--- config.mk ---
export PLATFORM = sky130hd
export DESIGN_NAME = conc_decode
export DESIGN_NICKNAME = d
export VERILOG_FILES = /design/src/rtl/conc_decode.sv
export SDC_FILE = /design/constraint.sdc
export NUM_CORES = 1
export LEC_CHECK = 0
export CAP_MARGIN = 0
export CORE_MARGIN = 2
export CORE_UTILIZATION = 53
export DETAILED_ROUTE_END_ITERATION = 7
export PLACE_DENSITY = 0.85
export SLEW_MARGIN = 20
export SYNTH_ARGS = -nofsm -noshare
export SYNTH_HDL_FRONTEND = slang
export SYNTH_SLANG_ARGS = --single-unit
export TNS_END_PERCENT = 5
--- constraint.sdc ---
create_clock -name clk -period 9.8 [get_ports clk]
set_input_delay 0.98 -clock clk [delete_from_list [all_inputs] [get_ports clk]]
set_output_delay 0.98 -clock clk [all_outputs]
set_load 0.01 [all_outputs]
--- src/rtl/conc_decode.sv ---
// Streaming inverse of the Conc block: recovers (i, j) from (a, b, c, d, e),
// flags inconsistent tuples and counts errored deliveries (saturating).
module conc_decode #(
   parameter int unsigned WIDTH     = 32,
   parameter int unsigned CNT_WIDTH = 16
) (
   input  logic                 clk,
   input  logic                 rst,
   input  logic                 in_valid,
   output logic                 in_ready,
   input  logic [WIDTH-1:0]     a,
   input  logic [WIDTH-1:0]     b,
   input  logic [WIDTH-1:0]     c,
   input  logic [WIDTH-1:0]     d,
   input  logic [WIDTH-1:0]     e,
   output logic                 out_valid,
   input  logic                 out_ready,
   output logic [WIDTH-1:0]     i,
   output logic [WIDTH-1:0]     j,
   output logic [3:0]           err,
   output logic [CNT_WIDTH-1:0] err_cnt
);

   localparam logic [WIDTH-1:0]     FIVE    = WIDTH'(5);
   localparam logic [WIDTH-1:0]     SIX     = WIDTH'(6);
   localparam logic [CNT_WIDTH-1:0] CNT_MAX = {CNT_WIDTH{1'b1}};
   localparam logic [CNT_WIDTH-1:0] CNT_ONE = CNT_WIDTH'(1);

   logic                 s1_valid_q, s1_valid_d;
   logic [WIDTH-1:0]     s1_i_q, s1_i_d;
   logic [WIDTH-1:0]     s1_j_q, s1_j_d;
   logic [3:0]           s1_err_q, s1_err_d;
   logic                 s2_valid_q, s2_valid_d;
   logic [WIDTH-1:0]     s2_i_q, s2_i_d;
   logic [WIDTH-1:0]     s2_j_q, s2_j_d;
   logic [3:0]           s2_err_q, s2_err_d;
   logic [CNT_WIDTH-1:0] err_cnt_q, err_cnt_d;

   logic [WIDTH-1:0] three_a, four_a, a_m6;
   logic [3:0]       chk_err;
   logic             s2_load, s1_adv, in_rdy, in_fire, out_fire;

   // Consistency checks on the incoming tuple, plus handshake/advance control
   always_comb begin
      three_a  = a + {a[WIDTH-2:0], 1'b0};
      four_a   = {a[WIDTH-3:0], 2'b00};
      a_m6     = a - SIX;
      chk_err  = {|e[WIDTH-1:WIDTH-2], d != a_m6, c != four_a, b != three_a};

      s2_load  = !s2_valid_q || out_ready;
      s1_adv   = s1_valid_q && s2_load;
      in_rdy   = rst && (!s1_valid_q || s2_load);
      in_fire  = in_valid && in_rdy;
      out_fire = s2_valid_q && out_ready;

      s1_valid_d = s1_valid_q;
      s1_i_d     = s1_i_q;
      s1_j_d     = s1_j_q;
      s1_err_d   = s1_err_q;
      s2_valid_d = s2_valid_q;
      s2_i_d     = s2_i_q;
      s2_j_d     = s2_j_q;
      s2_err_d   = s2_err_q;
      err_cnt_d  = err_cnt_q;

      if (in_fire) begin
         s1_valid_d = 1'b1;
         s1_i_d     = a - FIVE;
         s1_j_d     = {e[WIDTH-3:0], 2'b00};
         s1_err_d   = chk_err;
      end else if (s1_adv) begin
         s1_valid_d = 1'b0;
      end

      if (s1_adv) begin
         s2_valid_d = 1'b1;
         s2_i_d     = s1_i_q;
         s2_j_d     = s1_j_q;
         s2_err_d   = s1_err_q;
      end else if (out_fire) begin
         s2_valid_d = 1'b0;
      end

      // Counts delivered tuples only; sticks at the maximum
      if (out_fire && (s2_err_q != 4'd0) && (err_cnt_q != CNT_MAX)) begin
         err_cnt_d = err_cnt_q + CNT_ONE;
      end
   end

   always_ff @(posedge clk) begin
      if (!rst) begin
         s1_valid_q <= 1'b0;
         s1_i_q     <= '0;
         s1_j_q     <= '0;
         s1_err_q   <= '0;
         s2_valid_q <= 1'b0;
         s2_i_q     <= '0;
         s2_j_q     <= '0;
         s2_err_q   <= '0;
         err_cnt_q  <= '0;
      end else begin
         s1_valid_q <= s1_valid_d;
         s1_i_q     <= s1_i_d;
         s1_j_q     <= s1_j_d;
         s1_err_q   <= s1_err_d;
         s2_valid_q <= s2_valid_d;
         s2_i_q     <= s2_i_d;
         s2_j_q     <= s2_j_d;
         s2_err_q   <= s2_err_d;
         err_cnt_q  <= err_cnt_d;
      end
   end

   assign in_ready  = in_rdy;
   assign out_valid = s2_valid_q;
   assign i         = s2_i_q;
   assign j         = s2_j_q;
   assign err       = s2_err_q;
   assign err_cnt   = err_cnt_q;

endmodule

==> results of run 1 <==
==> metal layers <==
metal  part of all wire, %  track usage (%)  up-vias
met5                     0                0        -
met4                   4.7             16.2        0
met3                   7.2             5.16       77
met2                    48             57.3      444
met1                    40             41.0     4583
li1                      -                -     4772
==> cells in the mapped netlist, drive strengths merged, types with 5 or more instances <==
cell type	n	share of area, %
nor2b	14	0.88
a31oi	9	0.63
dfxtp	150	30
inv	44	1.7
buf	13	0.84
xor2	55	4.8
nand4	33	2.1
nand2	256	9.7
a21boi	75	5.6
a211oi	9	0.73
a2111oi	6	0.54
nand3	50	2.5
clkbuf	49	1.8
nor4	14	0.88
xnor2	102	9.0
ha	67	8.4
or3	7	0.44
o21a	11	0.83
o21ai	96	4.8
and3	10	0.63
o211ai	5	0.38
nor3	18	0.95
nand2b	6	0.38
and2	19	1.2
o21bai	5	0.38
a21o	9	0.68
a21oi	44	2.2
nor2	31	1.2
mux2i	11	1.1
==> path summary, 6_finish.rpt <==
check / from / endpoint / slack [ns] / cells after the start
max: a[0] / s1_err_q[0] / 5.47 / 12
min: s1_j_q[9] / s1_j_q[9] / 0.46 / 2
max reg2reg: out_valid / s1_err_q[2] / 7.11 / 9
min reg2reg: s1_j_q[9] / s1_j_q[9] / 0.46 / 2
==> flip-flops by register name, summed over array words and instances (netlist names) <==
register    count
err             4
j              30
s1_valid_q      1
out_valid       1
s1_j_q         30
s1_err_q        4
err_cnt        16
s1_i_q         32
i              32
==> critical path, delay by kind of cell <==
| kind | cells | cell delay (ns) |
|---|---|---|
| simple gates | 5 | 1.32 |
| fa+ha+maj | 2 | 0.73 |
| compound gates | 3 | 0.62 |
| buf+inv | 1 | 0.59 |
| mux | 1 | 0.39 |
==> area by class of cell <==
| type | count | share of cell area, % |
|---|---|---|
| clock buffer | 18 | 3.29 |
| sequential | 150 | 23.0 |
| inverter | 44 | 1.27 |
| multi-input combinational | 1011 | 50.1 |
| tap | 234 | 2.24 |
| clock inverter | 14 | 0.920 |
| timing repair buffer | 252 | 19.2 |
==> cells by family after synthesis <==
group	Yosys count	synth area share [%]
buffers and inverters	107	4.47
muxes	13	1.33
xor gates and xnor gates	157	13.8
other	1	0.0376
adders and majority gates	68	8.61
and+or+nand+nor	473	22.0
AOI/OAI and AO/OA	298	19.6
DFF	150	30.1
==> report_power, final <==
part	internal (mW)	total (mW)	switching (mW)
clock network	0.330	0.600	0.270
logic	0.195	0.444	0.248
registers	0.640	0.656	0.0160
==> through the flow <==
stage	hold slack [ns]	std cells	worst slack [ns]	power, mW
finish	0.460	1723	5.47	1.70
global route	0.475	1723	5.35	1.77
CTS	0.460	1723	5.54	1.70
detailed placement	0.452	1691	5.10	1.10
global placement	0.444	1691	5.13	1.10
floorplan	0.436	1268	6.07	0.915
==> cell usage in the layout, fill, tap and decap left out, drive strengths merged, types with 3 or more instances in the layout <==
master and n:
or3 7, a22oi 3, clkbuf 18, o211ai 5, nor3 18, and3 10, xor2 55, nor2 31
clkinv 5, a211oi 9, ha 67, a2111oi 6, and2 19, nand2 256, a21oi 44, nand3 50
mux2i 11, o21ai 96, o21a 11, buf 6, inv 49, o211a 3, nand4 33, a31oi 9
nor3b 4, a21boi 75, a21o 9, nand2b 6, o2111ai 3, nor2b 14, xnor2 102, clkdlybuf4s50 246
nor4 14, clkinvlp 4, dfxtp 150, o21bai 5
==> out/metrics.csv, run 1 <==
metric,value,unit
number of hold buffers added after cts,0,
CTS max path bufs,2,
number of flops mapped to enable cells by yosys,0,
n_diodes,0,
Finished Core Util,70.3,%
share of layout cells above drive strength 1,3.56,%
VDD IR max,0.000121,V
"flops & latches, synth",150,
Vias/cell,5.73,
DRT Pass-1 Iters,6,
clock sinks,150,
Setup Buffers After CTS,0,
Hold Fails Final Rpt,0,
port bufs,247,
status,"complete, no violations",
Overflow after GRT,0,
core area,0.0186,mm2
Critical Path Most Common Cell,a31oi_1,
P_leak,4.88,nW
half-perimeter wire length after placement,26700,um
Synth warnings,0,
post-synthesis sequential area ratio,30.1,%
Worst slew margin,28.7,%
total area of sequential cells,0.00300,mm2
number of CTS-inserted buffers,17,
worst path cell trace,"clkdlybuf4s50_1, ha_1, fa_1, nor2b_1, o2111ai_1, nand2_2, a31oi_1, mux2_1, or4_1, nor4_1, and4_1, a31oi_1",
endpoints failing setup,0,
Final min period,4.33,ns
largest net degree at the start of global routing,119,
Mapped Area,0.00997,mm2
Final Max Slew Viols,0,
die height,141,um
DRC viols,0,
period utilization,44.2,%
Yosys cell types,76,
Slew @ Worst Pin,1.04,ns
clk root buf,clkbuf_16,
Final ANT Viol Nets,0,
Resized cells post-CTS,0,
CP Capture Type,flop,
hold crit path type,reg2reg,
CTS tree,yes,
Max H-tree Level,4,
Worst-path clk slew,0.07,ns
Die W,141,um
Vias,9876,
Fin Setup TNS,0,ns
Site Rows,50,
Multi-input gate area,0.00654,mm2
unrepaired setup endpoints after global routing,false,
Routed WL per cell,19.6,um
Layout fillers,1530,
crit path DAT,4.63,ns
worst-path cell with the longest stage delay,clkdlybuf4s50_1,
pwr/cell area,130,mW/mm2
Post-DP Area,0.0125,mm2
Synth Instances,1267,
CP max stage delay,0.59,ns
GRT Total Usage,33.4,%
die area,0.0199,mm2
final WL,33700,um
Max Freq,0.231,GHz
vias in the first global route,9572,
initial antenna violation count,0,
ys async rst share,0,%
Initial Utilization,53.7,%
Area Growth Syn to Fin,30.9,%
CP Class,in2reg,
"Design Area, Final",0.0131,mm2
I/O pin cnt,250,
initial drt markers,743,
Nets,1708,
required time of the critical path,10.11,ns
max-cap violation count,0,
RD Place Congestion,1.05,
skew final,0.0108,ns
main flop type after synthesis,dfxtp_1,
first-pass GRT wire length,51700,um
syn_area_per_cell,7.87,um2
crit start category,input port,
Worst-Skew Late Latency,0.42,ns
"critical path fanouts, max",7,
No activity file was read; power rests on OpenSTA's default activity.
==> inputs of run 2 (changes only) <==
--- a/config.mk
+++ b/config.mk
@@ -7,9 +7,9 @@
 export LEC_CHECK = 0
 export CAP_MARGIN = 0
 export CORE_MARGIN = 2
-export CORE_UTILIZATION = 53
+export CORE_UTILIZATION = 46
 export DETAILED_ROUTE_END_ITERATION = 7
-export PLACE_DENSITY = 0.85
+export PLACE_DENSITY = 0.79
 export SLEW_MARGIN = 20
 export SYNTH_ARGS = -nofsm -noshare
 export SYNTH_HDL_FRONTEND = slang
==> constraint.sdc (replaced) <==
create_clock -name clk -period 3.8 [get_ports clk]
set_input_delay 0.38 -clock clk [delete_from_list [all_inputs] [get_ports clk]]
set_output_delay 0.38 -clock clk [all_outputs]
set_load 0.01 [all_outputs]
==> run 2 against run 1 <==
Against the previous run: clock-buffer cell count did not move; utilization fell by 5.3 points; wire length rose by 6.6%; sequential power rose to 2.6 times the previous value; design area rose by 5.2%; final cell count rose by 7.0%; power rose to 2.6 times the previous value; via count rose by 3.4%; sequential cell count did not move; largest cell class unchanged; largest power group unchanged.
==> out/metrics.csv, run 2 (same netlist as run 1, synthesis figures left out) <==
metric,value,unit,change
"commonest non-fill, non-tap cell in the layout",nand2_1,,unchanged
Vias,10210,,"was 9,876"
Worst-Skew Late Latency,0.42,ns,about the same
port bufs,247,,unchanged
hold crit path type,reg2reg,,unchanged
clk root buf,clkbuf_16,,unchanged
initial antenna violation count,0,,unchanged
Vias/cell,5.54,,was 5.73
Max Freq,0.288,GHz,
die height,151,um,was 141 um
CP Capture Type,flop,,unchanged
number of CTS-inserted buffers,17,,unchanged
Final min period,3.48,ns,
vias in the first global route,10006,,"was 9,572"
Die W,151,um,was 141 um
initial drt markers,815,,was 743
pwr/cell area,327,mW/mm2,was 130 mW/mm2
GRT Total Usage,31.3,%,was 33.4%
crit start category,input port,,unchanged
final WL,35900,um,"was 33,700 um"
CTS tree,yes,,unchanged
Max H-tree Level,4,,unchanged
hold path start,s1_i_q[23],,was s1_j_q[9]
Site Rows,53,,was 50
period utilization,91.5,%,
RD Place Congestion,1.00,,was 1.05
share of layout cells above drive strength 1,8.54,%,was 3.56%
Resized cells post-CTS,0,,unchanged
DRC viols,0,,unchanged
half-perimeter wire length after placement,29300,um,"was 26,700 um"
most frequent cells in the layout,"nand2_1 (255), clkdlybuf4s50_1 (246), dfxtp_1 (150)",,unchanged
skew final,0.00816,ns,was 0.0108 ns
Worst-path clk slew,0.06,ns,was 0.07 ns
Final Max Slew Viols,0,,unchanged
Finished Core Util,64.9,%,was 70.3%
Nets,1788,,"was 1,708"
clock sinks,150,,unchanged
Slew @ Worst Pin,0.876,ns,was 1.04 ns
FF-to-FF setup slack,1.35,ns,was 7.11 ns
Hold Fails Final Rpt,0,,unchanged
CP Class,in2reg,,unchanged
R2R Path End,err_cnt[13],,was s1_err_q[2]
hold endpoint,i[23],,was s1_j_q[9]
I/O pin cnt,250,,unchanged
number of hold buffers added after cts,0,,unchanged
core area,0.0212,mm2,was 0.0186 mm2
Routed WL per cell,19.5,um,was 19.6 um
Area Growth Syn to Fin,37.8,%,was 30.9%
unrepaired setup endpoints after global routing,false,,unchanged
CTS max path bufs,2,,unchanged
Worst slew margin,41.1,%,was 28.7%
required time of the critical path,4.09,ns,was 10.11 ns
die area,0.0229,mm2,was 0.0199 mm2
Overflow after GRT,0,,unchanged
P_leak,5.28,nW,was 4.88 nW
max-cap violation count,0,,unchanged
Setup Buffers After CTS,0,,unchanged
Final ANT Viol Nets,0,,unchanged
largest net degree at the start of global routing,90,,was 119
crit path DAT,3.77,ns,was 4.63 ns
first-pass GRT wire length,54300,um,"was 51,700 um"
"critical path fanouts, max",5,,was 7
n_diodes,0,,unchanged
FF-to-FF path depth,9,,unchanged
status,"complete, no violations",,unchanged
VDD IR max,0.000232,V,was 0.000121 V
RR Startpoint,err_cnt[0],,was out_valid
DRT Pass-1 Iters,5,,was 6
Initial Utilization,47.1,%,was 53.7%
Hold Crit Depth,2,,unchanged
endpoints failing setup,0,,unchanged
final hold slack,0.457,ns,was 0.460 ns
## run 2: metal layers
metal / global-route usage, % / vias to the layer above / share of wire, %
met5: 0 / - / 0
met4: 13.5 / 0 / 3.8
met3: 5.42 / 79 / 7.8
met2: 52.3 / 432 / 46
met1: 39.6 / 4760 / 42
li1: - / 4939 / -
## run 2: metrics by stage
stage / std cells / area (um2) / power, mW / worst slack (ns) / setup TNS (ns)
finish: 1844 / 13700 / 4.50 / 0.322 / 0
global route: 1844 / 13700 / 4.69 / 0.107 / 0
CTS: 1844 / 13700 / 4.50 / 0.355 / 0
detailed placement: 1812 / 13200 / 2.95 / -0.0797 / -0.0797
global placement: 1812 / 13200 / 2.96 / -0.0420 / -0.0420
floorplan: 1268 / 9970 / 2.36 / 0.669 / 0
## run 2: final cells by class
class                      count  area [um2]
inverter                      44         165
clock buffer                  18         439
tap                          275         344
clock inverter                14         116
sequential                   150        3000
fill                        1789        7420
multi-input combinational   1011        6540
timing repair buffer         332        3130
## run 2: worst max path at each step
stage                from           to  slack (ns)  cells past startpoint
global placement     a[0]  s1_err_q[0]       -0.04                     15
global route        a[19]  s1_err_q[0]        0.11                     13
CTS                  a[4]  s1_err_q[0]        0.35                     15
floorplan            a[0]  s1_err_q[0]        0.67                     11
finish               a[4]  s1_err_q[0]        0.32                     15
detailed placement   a[4]  s1_err_q[0]       -0.08                     15
## run 2: worst max-delay path, stage by stage
cell and delay, ns:
clkdlybuf4s50_1 0.51, inv_1 0.11, ha_1 0.44, a21o_1 0.20, a21oi_1 0.10, buf_4 0.16, a2111oi_0 0.64, buf_4 0.23
o41ai_1 0.09, buf_4 0.15, a21oi_1 0.20, o21ai_0 0.11, o21bai_1 0.13, o21a_1 0.20, a31oi_1 0.11
## run 2: power by group
part	internal, mW	switching, mW	total [mW]
sequential	1.65	0.0401	1.69
combinational	0.583	0.674	1.26
clock	0.866	0.684	1.55
total	3.10	1.40	4.50
